## src/rtl/rf_transceiver_pkg.sv

```systemverilog
// Shared definitions for the RF transceiver control path: scheduler state
// encoding and default packet/quiet-time constants.
package rf_transceiver_pkg;

   typedef enum logic [1:0] {
      WTX_IDLE  = 2'd0,
      WTX_WAIT  = 2'd1,
      WTX_LOAD  = 2'd2,
      WTX_DRAIN = 2'd3
   } wtx_state_t;

   localparam int unsigned PACKET_SIZE_DEF                 = 58;
   localparam int unsigned END_WAITING_SEND_WLESS_DATA_DEF = 31250;

endpackage

```

## src/rtl/wless_idle_timer.sv

```systemverilog
// Quiet-time counter: clears on request, otherwise counts up and saturates.
// done flags the cycle on which the count sits at DONE_VALUE.
module wless_idle_timer #(
   parameter int          TIMER_WIDTH = 15,
   parameter int unsigned DONE_VALUE  = 31249
) (
   input  logic internal_clk,
   input  logic rst_n,
   input  logic clear,
   output logic done
);

   logic [TIMER_WIDTH-1:0] count;

   always_ff @(posedge internal_clk) begin
      if (!rst_n) begin
         count <= '0;
      end else if (clear) begin
         count <= '0;
      end else if (count != {TIMER_WIDTH{1'b1}}) begin
         count <= count + 1'b1;
      end
   end

   assign done = (count == TIMER_WIDTH'(DONE_VALUE));

endmodule

```

## src/rtl/wless_tx_scheduler.sv

```systemverilog
// Moves one wireless packet at a time from the MCU receive buffer into the
// node UART TX FIFO, triggered by a full packet or by link quiet time.
//
// state | meaning
// IDLE  | nothing pending or transmit not enabled
// WAIT  | data buffered; waiting for a full packet or the quiet timeout
// LOAD  | popping bytes into the node TX FIFO, one per issue/gap pair
// DRAIN | packet loaded; waiting for the node UART to finish sending
module wless_tx_scheduler
   import rf_transceiver_pkg::*;
#(
   parameter int DATA_WIDTH                  = 8,
   parameter int COUNT_WIDTH                 = 10,
   parameter int PACKET_SIZE                 = PACKET_SIZE_DEF,
   parameter int END_WAITING_SEND_WLESS_DATA = END_WAITING_SEND_WLESS_DATA_DEF,
   parameter int TIMER_WIDTH                 = 15
) (
   input  logic                   internal_clk,
   input  logic                   rst_n,
   input  logic                   enable,
   input  logic [COUNT_WIDTH-1:0] buf_count,
   input  logic [DATA_WIDTH-1:0]  buf_data,
   output logic                   buf_rd,
   output logic [DATA_WIDTH-1:0]  data_to_uart_node,
   output logic                   TX_use_node,
   input  logic                   TX_flag_node,
   input  logic                   TX_complete_node,
   output logic                   wtrans_active,
   output logic                   aux_n,
   output logic [15:0]            pkt_sent
);

   localparam logic [COUNT_WIDTH-1:0] PKT_LEN = COUNT_WIDTH'(PACKET_SIZE);

   wtx_state_t             state;
   logic [COUNT_WIDTH-1:0] remaining;
   logic [COUNT_WIDTH-1:0] prev_count;
   logic                   gap;
   logic                   drain_hold;
   logic                   timer_clear;
   logic                   timer_done;

   // Quiet time is only meaningful while waiting; any buffer movement restarts it.
   assign timer_clear = (state != WTX_WAIT) || (buf_count != prev_count);

   wless_idle_timer #(
      .TIMER_WIDTH (TIMER_WIDTH),
      .DONE_VALUE  (END_WAITING_SEND_WLESS_DATA - 1)
   ) u_idle_timer (
      .internal_clk (internal_clk),
      .rst_n        (rst_n),
      .clear        (timer_clear),
      .done         (timer_done)
   );

   always_ff @(posedge internal_clk) begin
      if (!rst_n) begin
         state             <= WTX_IDLE;
         buf_rd            <= 1'b0;
         TX_use_node       <= 1'b0;
         data_to_uart_node <= '0;
         wtrans_active     <= 1'b0;
         aux_n             <= 1'b1;
         pkt_sent          <= '0;
         remaining         <= '0;
         prev_count        <= '0;
         gap               <= 1'b0;
         drain_hold        <= 1'b0;
      end else begin
         prev_count  <= buf_count;
         buf_rd      <= 1'b0;
         TX_use_node <= 1'b0;
         case (state)
            WTX_IDLE: begin
               if (enable && buf_count != '0) begin
                  state <= WTX_WAIT;
                  aux_n <= 1'b0;
               end
            end
            WTX_WAIT: begin
               if (!enable) begin
                  state <= WTX_IDLE;
                  aux_n <= 1'b1;
               end else if (buf_count >= PKT_LEN) begin
                  remaining     <= PKT_LEN;
                  state         <= WTX_LOAD;
                  wtrans_active <= 1'b1;
                  gap           <= 1'b0;
               end else if (timer_done) begin
                  remaining     <= buf_count;
                  state         <= WTX_LOAD;
                  wtrans_active <= 1'b1;
                  gap           <= 1'b0;
               end
            end
            WTX_LOAD: begin
               // An empty buffer with bytes still owed ends the packet short.
               if (remaining == '0 || (!gap && buf_count == '0)) begin
                  state      <= WTX_DRAIN;
                  drain_hold <= 1'b1;
               end else if (gap) begin
                  gap <= 1'b0;
               end else if (!TX_flag_node) begin
                  buf_rd            <= 1'b1;
                  TX_use_node       <= 1'b1;
                  data_to_uart_node <= buf_data;
                  remaining         <= remaining - 1'b1;
                  gap               <= 1'b1;
               end
            end
            WTX_DRAIN: begin
               // One hold cycle keeps completion from being sampled before the
               // node FIFO has seen the final write.
               if (drain_hold) begin
                  drain_hold <= 1'b0;
               end else if (TX_complete_node) begin
                  pkt_sent      <= pkt_sent + 16'd1;
                  wtrans_active <= 1'b0;
                  if (enable && buf_count != '0) begin
                     state <= WTX_WAIT;
                  end else begin
                     state <= WTX_IDLE;
                     aux_n <= 1'b1;
                  end
               end
            end
            default: begin
               state <= WTX_IDLE;
               aux_n <= 1'b1;
            end
         endcase
      end
   end

endmodule

```

## config.mk

```make
export PLATFORM = sky130hd
export DESIGN_NAME = wless_tx_scheduler
export DESIGN_NICKNAME = d
export VERILOG_FILES = /design/src/rtl/rf_transceiver_pkg.sv /design/src/rtl/wless_idle_timer.sv /design/src/rtl/wless_tx_scheduler.sv
export SDC_FILE = /design/constraint.sdc
export NUM_CORES = 1
export LEC_CHECK = 0
export ABC_AREA = 1
export CAP_MARGIN = 20
export CORE_MARGIN = 2
export CORE_UTILIZATION = 45
export DETAILED_ROUTE_END_ITERATION = 12
export GPL_ROUTABILITY_DRIVEN = 1
export PLACE_DENSITY = 0.69
export REMOVE_ABC_BUFFERS = 1
export SKIP_CTS_REPAIR_TIMING = 1
export SYNTH_ARGS = -nofsm -noshare
export SYNTH_HDL_FRONTEND = slang
export SYNTH_SLANG_ARGS = --single-unit
export TNS_END_PERCENT = 5
```

## constraint.sdc

```tcl
create_clock -name internal_clk -period 2.3 [get_ports internal_clk]
set_input_delay 0.23 -clock internal_clk [delete_from_list [all_inputs] [get_ports internal_clk]]
set_output_delay 0.23 -clock internal_clk [all_outputs]
set_load 0.05 [all_outputs]
```

==> run metrics, run 1 <==
Vias per Instance=4.80; Synth Warn #=0; non-filler cells, final=642; Design Area, Final=4140 um^2; ys flop type=dfxtp_1; initial antenna violation count=0; worst rel slew slack=0.645; share of layout cells above drive strength 1=0.0755; Cells after DPL=626; Hold/Removal Path Class=input port to flop; io pins=51; drt total wl=7260 um; most common cell in the netlist=nand2_1; Synth cell types=34; first drt pass iteration count=5; CP Class=flop to flop; Port Buf Inserts=50; Root Buffer=clkbuf_8; setup TNS=0 ns; htree depth=3; Synth area leaders=dfxtp_1 40%, nand2_1 11%, nor2_1 8.8%, inv_1 8.4%, a21oi_1 4.6%; largest net degree at the start of global routing=38; die height=89.5 um; Initial Util=0.458; Synth area leader=dfxtp_1; Setup crit end kind=flop; critical path data arrival time=2.18 ns; GPL Wtd Cong=0.849; CP Launch Type=flop; grt ovf=0; Synth top area share=0.402; met2 routed WL=3480 um; setup violators final=0; DR WL/cell=11.3 um; first-pass GRT wire length=12000 um; PD cells=714 nW/um^2; Total Routing Usage GR=0.193; Syn Area/Cell=6.80 um^2; period utilization=0.848; CTS buffer count=9; Synth Instances=484; drt initial violations=110; EDFF count, synth=0; Total Die Area=8010 um^2; Remaining DRCs=0; FP Rows=31; vias in the first global route=2764; Clk pin slew, worst setup/hold paths=0.07 ns; max-slew violations=0; Netlist Area Pre-Place=3290 um^2; Max-Cap Viols=0; post-route minimum period=1.95 ns; CP max FO=10; TritonCTS clock tree=built; Final Hold Slack=0.471 ns; TritonCTS Sinks=66; worst-margin pin slew=0.532 ns; post-route core utilization=0.576; WHS Endpoint=data_to_uart_node[0]$_SDFFE_PN0P_; cell depth of the worst flop-to-flop path=11; clock tree buffer depth=2; Core ar.=7180 um^2; Clock Skew=0.0119 ns; synthesized flop and latch total=66; dpl cell area=3890 um^2; CP Data Required Time=2.53 ns; Post-synth top cells=100 x nand2_1, 77 x nor2_1, 74 x inv_1; worst skew pair latency=0.34 ns; part of the Yosys area used for sequential elements=0.402; P&R area growth vs syn=25.8%; RSZ-0062 raised after global routing=false; reg2reg setup slack=0.35 ns; final hold viol count=0; Die W=89.5 um; antenna viol nets, final=0; Worst R2R End=u_idle_timer.count[5]$_SDFFE_PP0P_; Hold Path Stages=3; M1 WL=3330 um; total number of vias=3080; nets@finish=566; worst reg2reg startpoint=u_idle_timer.count[0]$_SDFFE_PP0P_; P_leak=1.81 nW; fmax=0.512 GHz; DP Wirelength=5290 um; peak supply drop=587 uV; share of synthesized registers carrying an async set or reset=0; Max Used Layer=met4; outcome=complete, no violations; WL met3=367 um; hold path startpoint=buf_data[0]; n_diodes=0
[layout by cell type, fill, tap and decap left out, types with 6 or more instances in the layout]
master and n:
nand3_1 23, o21a_1 7, clkbuf_8 13, nor2_1 77
nand2_1 100, nand4_1 6, o21ai_0 29, inv_1 74
nor3_1 13, a21oi_1 30, dfxtp_1 66, clkdlybuf4s50_1 50
[routing by layer]
layer | vias up | track usage
met5 | - | 0
met4 | 0 | 0.0529
met3 | 4 | 0.0646
met2 | 62 | 0.332
met1 | 1375 | 0.229
li1 | 1639 | -
[worst max-delay path: stages, from the launching register on]
cell and delay (ns):
dfxtp_1 0.40, ha_1 0.19, nand2_1 0.08, nor2_1 0.09
nand2_1 0.09, nor2_2 0.19, nand4_2 0.28, nand2_1 0.17
inv_1 0.07, nand2_1 0.07, nor2_1 0.05, o21a_1 0.16
[worst max-delay path by stage]
stage,from,end,slack (ns),cells past startpoint
2_1_floorplan,remaining[0]$_SDFFE_PN0P_,data_to_uart_node[0]$_SDFFE_PN0P_,0.45,9
3_3_place_gp,buf_count[7],remaining[4]$_SDFFE_PN0P_,0.24,11
3_5_place_dp,buf_count[7],data_to_uart_node[6]$_SDFFE_PN0P_,0.20,10
4_1_cts,u_idle_timer.count[0]$_SDFFE_PP0P_,u_idle_timer.count[5]$_SDFFE_PP0P_,0.35,11
5_1_grt,u_idle_timer.count[0]$_SDFFE_PP0P_,u_idle_timer.count[5]$_SDFFE_PP0P_,0.10,11
6_report,u_idle_timer.count[0]$_SDFFE_PP0P_,u_idle_timer.count[5]$_SDFFE_PP0P_,0.35,11
[area by class of cell]
cell class              count  area, um^2
fillers                   701        3040
well taps                  99         124
clock inverters             3        68.8
inverters                  79         297
flip-flops and latches     66        1320
multi-input cells         330        1630
clock buffers              13         179
repair buffers             52         515
[where the power goes]
part	internal (mW)	leakage [nW]	switching, mW
Clock	0.731	0.126	0.441
Combinational	0.201	1.14	0.319
Sequential	1.20	0.537	0.0564
[through the flow]
stage                     total power, mW  setup slack [ns]
after global routing                 3.09             0.102
after floorplan                      1.64             0.448
after detailed placement             1.80             0.202
after CTS                            2.97             0.354
after global placement               1.79             0.240
final                                2.95             0.348
[kinds of logic (layout without fill, tap and decap cells)]
group / count (synthesis) / after routing / share of synthesized area
xor+xnor: 7 / 7 / 0.0186
compound gates: 75 / 75 / 0.126
buf+inv: 88 / 147 / 0.102
flops: 66 / 66 / 0.402
simple gates: 243 / 243 / 0.332
fa+ha+maj: 5 / 5 / 0.0190
[registers in the layout (all words and copies together), names as in the netlist, named ones only]
signal / count
wtrans_active: 1
state: 1
u_idle_timer.count: 15
gap: 1
aux_n: 1
pkt_sent: 16
prev_count: 10
remaining: 10
TX_use_node: 1
data_to_uart_node: 8
drain_hold: 1
Note: power is estimated with default switching activity, not from simulation.
==> inputs of run 2 (changes only) <==
==> constraint.sdc (replaced) <==
create_clock -name internal_clk -period 2 [get_ports internal_clk]
set_input_delay 0.2 -clock internal_clk [delete_from_list [all_inputs] [get_ports internal_clk]]
set_output_delay 0.2 -clock internal_clk [all_outputs]
set_load 0.05 [all_outputs]
==> run 2 against run 1 <==
  * Via count is 1.0% higher
  * Combinational power is 21% higher
  * Cell area is 1.6% higher
  * Largest cell class unchanged
  * Highest routed layer unchanged
==> run metrics, run 2 (synthesis gave the netlist of run 1 again) <==
dpl cell area=3990 um^2 (+2.6%); Cells after DPL=638 (+1.9%); CP Class=flop to flop; Clk pin slew, worst setup/hold paths=0.07 ns (about the same); max reg flops=16 (unchanged); CTS buffer count=9 (unchanged); critical path data arrival time=2.04 ns (-0.14 ns); Total Routing Usage GR=0.191 (-0.00137); Final Hold Slack=0.450 ns (-0.0212 ns); Register Area=1320 um^2 (unchanged); Core ar.=7180 um^2 (unchanged); peak supply drop=547 uV (-6.8%); CP Data Required Time=2.22 ns (-0.31 ns); Setup crit end kind=flop; n_diodes=0 (unchanged); Remaining DRCs=0 (unchanged); fill count=690 (-1.6%); worst rel slew slack=0.642 (-0.00349); RSZ-0062 raised after global routing=false; io pins=51 (unchanged); drt total wl=7060 um (-2.8%); setup TNS=0 ns (unchanged); Design Area, Final=4200 um^2 (+1.6%); TritonCTS clock tree=built; multi-input logic area=1630 um^2 (unchanged); Initial Util=0.458 (unchanged); Hold/Removal Path Class=input port to flop; antenna viol nets, final=0 (unchanged); CP max FO=6 (-4); first-pass GRT wire length=12000 um (unchanged); share of layout cells above drive strength 1=0.0937 (+0.0182); post-route core utilization=0.586 (+0.00907); fmax=0.551 GHz (+7.5%); post-route minimum period=1.82 ns (-0.135 ns); die height=89.5 um (unchanged); Setup WS post-layout=0.184 ns (-0.165 ns); first drt pass iteration count=4 (-1); cell depth of the worst flop-to-flop path=10 (-1); non-filler cells, final=654 (+1.9%); max-slew violations=0 (unchanged); Top Registers=pkt_sent (16), u_idle_timer.count (15); worst-margin pin slew=0.536 ns (+0.00415 ns); nets@finish=578 (+2.1%); outcome=complete, no violations; worst reg2reg startpoint=u_idle_timer.count[0]$_SDFFE_PP0P_; Reg with most FFs=pkt_sent; htree depth=3 (unchanged); FP Rows=31 (unchanged); setup violators final=0 (unchanged); Hold Path Stages=3 (unchanged); crit path launch=u_idle_timer.count[0]$_SDFFE_PP0P_; P_leak=1.85 nW (+2.4%); final hold viol count=0 (unchanged); vias in the first global route=2852 (+3.2%); P&R area growth vs syn=27.7%; drt initial violations=96 (-13%); TritonCTS Sinks=66 (unchanged); most common cell after layout, fill and taps aside=nand2_1; hold path startpoint=buf_data[4]; Max-Cap Viols=0 (unchanged); Die W=89.5 um (unchanged); total number of vias=3112 (+1.0%); DP Wirelength=5430 um (+2.7%); most frequent cells in the layout=100 x nand2_1, 77 x nor2_1, 74 x inv_1, 66 x dfxtp_1, 50 x clkdlybuf4s50_1; Port Buf Inserts=50 (unchanged); DR WL/cell=10.8 um (-4.6%); grt ovf=0 (unchanged); Vias per Instance=4.76 (-0.81%); initial antenna violation count=0 (unchanged); period utilization=0.908 (+0.0596); Clock Skew=0.00737 ns (-0.00454 ns); largest net degree at the start of global routing=23 (-39%); Root Buffer=clkbuf_8; worst skew pair latency=0.33 ns (about the same); clock tree buffer depth=2 (unchanged); Place WS=-0.0103 ns (-0.213 ns); CP Launch Type=flop; GPL Wtd Cong=0.841 (-0.87%); PD cells=778 nW/um^2 (+9.1%); Total Die Area=8010 um^2 (unchanged); total chip power=3.27 mW (+11%)
run 2: path summary, 6_finish.rpt:
kind                                        endpoint  slack (ns)
setup / recovery  u_idle_timer.count[4]$_SDFFE_PP0P_        0.18
hold / removal     data_to_uart_node[4]$_SDFFE_PN0P_        0.45
setup reg to reg  u_idle_timer.count[4]$_SDFFE_PP0P_        0.18
hold reg to reg            remaining[6]$_SDFFE_PN0P_        0.49
run 2: layout make-up:
type / instances / area share
sequential: 66 / 0.314
tap: 99 / 0.0295
clock inverter: 5 / 0.0188
timing repair buffer: 64 / 0.147
clock buffer: 11 / 0.0313
inverter: 79 / 0.0706
multi-input combinational: 330 / 0.388
run 2: where the power goes:
group / internal (mW) / total (mW) / switching [mW]
registers: 1.38 / 1.45 / 0.0641
logic: 0.257 / 0.631 / 0.374
clock network: 0.701 / 1.19 / 0.491
total: 2.34 / 3.27 / 0.929
run 2: worst max-delay path, stage by stage (launching register included):
cell	delay, ns
dfxtp_1	0.40
ha_1	0.19
nand2_1	0.08
nor2_1	0.08
nand2_1	0.10
nor2_2	0.14
nand4_2	0.17
buf_4	0.21
nand2_1	0.10
o21ai_0	0.09
nor3b_1	0.15
run 2: per-layer routing:
| layer | global-route usage | routed length, um | vias to the layer above |
|---|---|---|---|
| li1 | - | - | 1659 |
| met1 | 0.232 | 3290 | 1410 |
| met2 | 0.327 | 3460 | 34 |
| met3 | 0.0397 | 203 | 9 |
| met4 | 0.0814 | 104 | 0 |
| met5 | 0 | 0 | - |
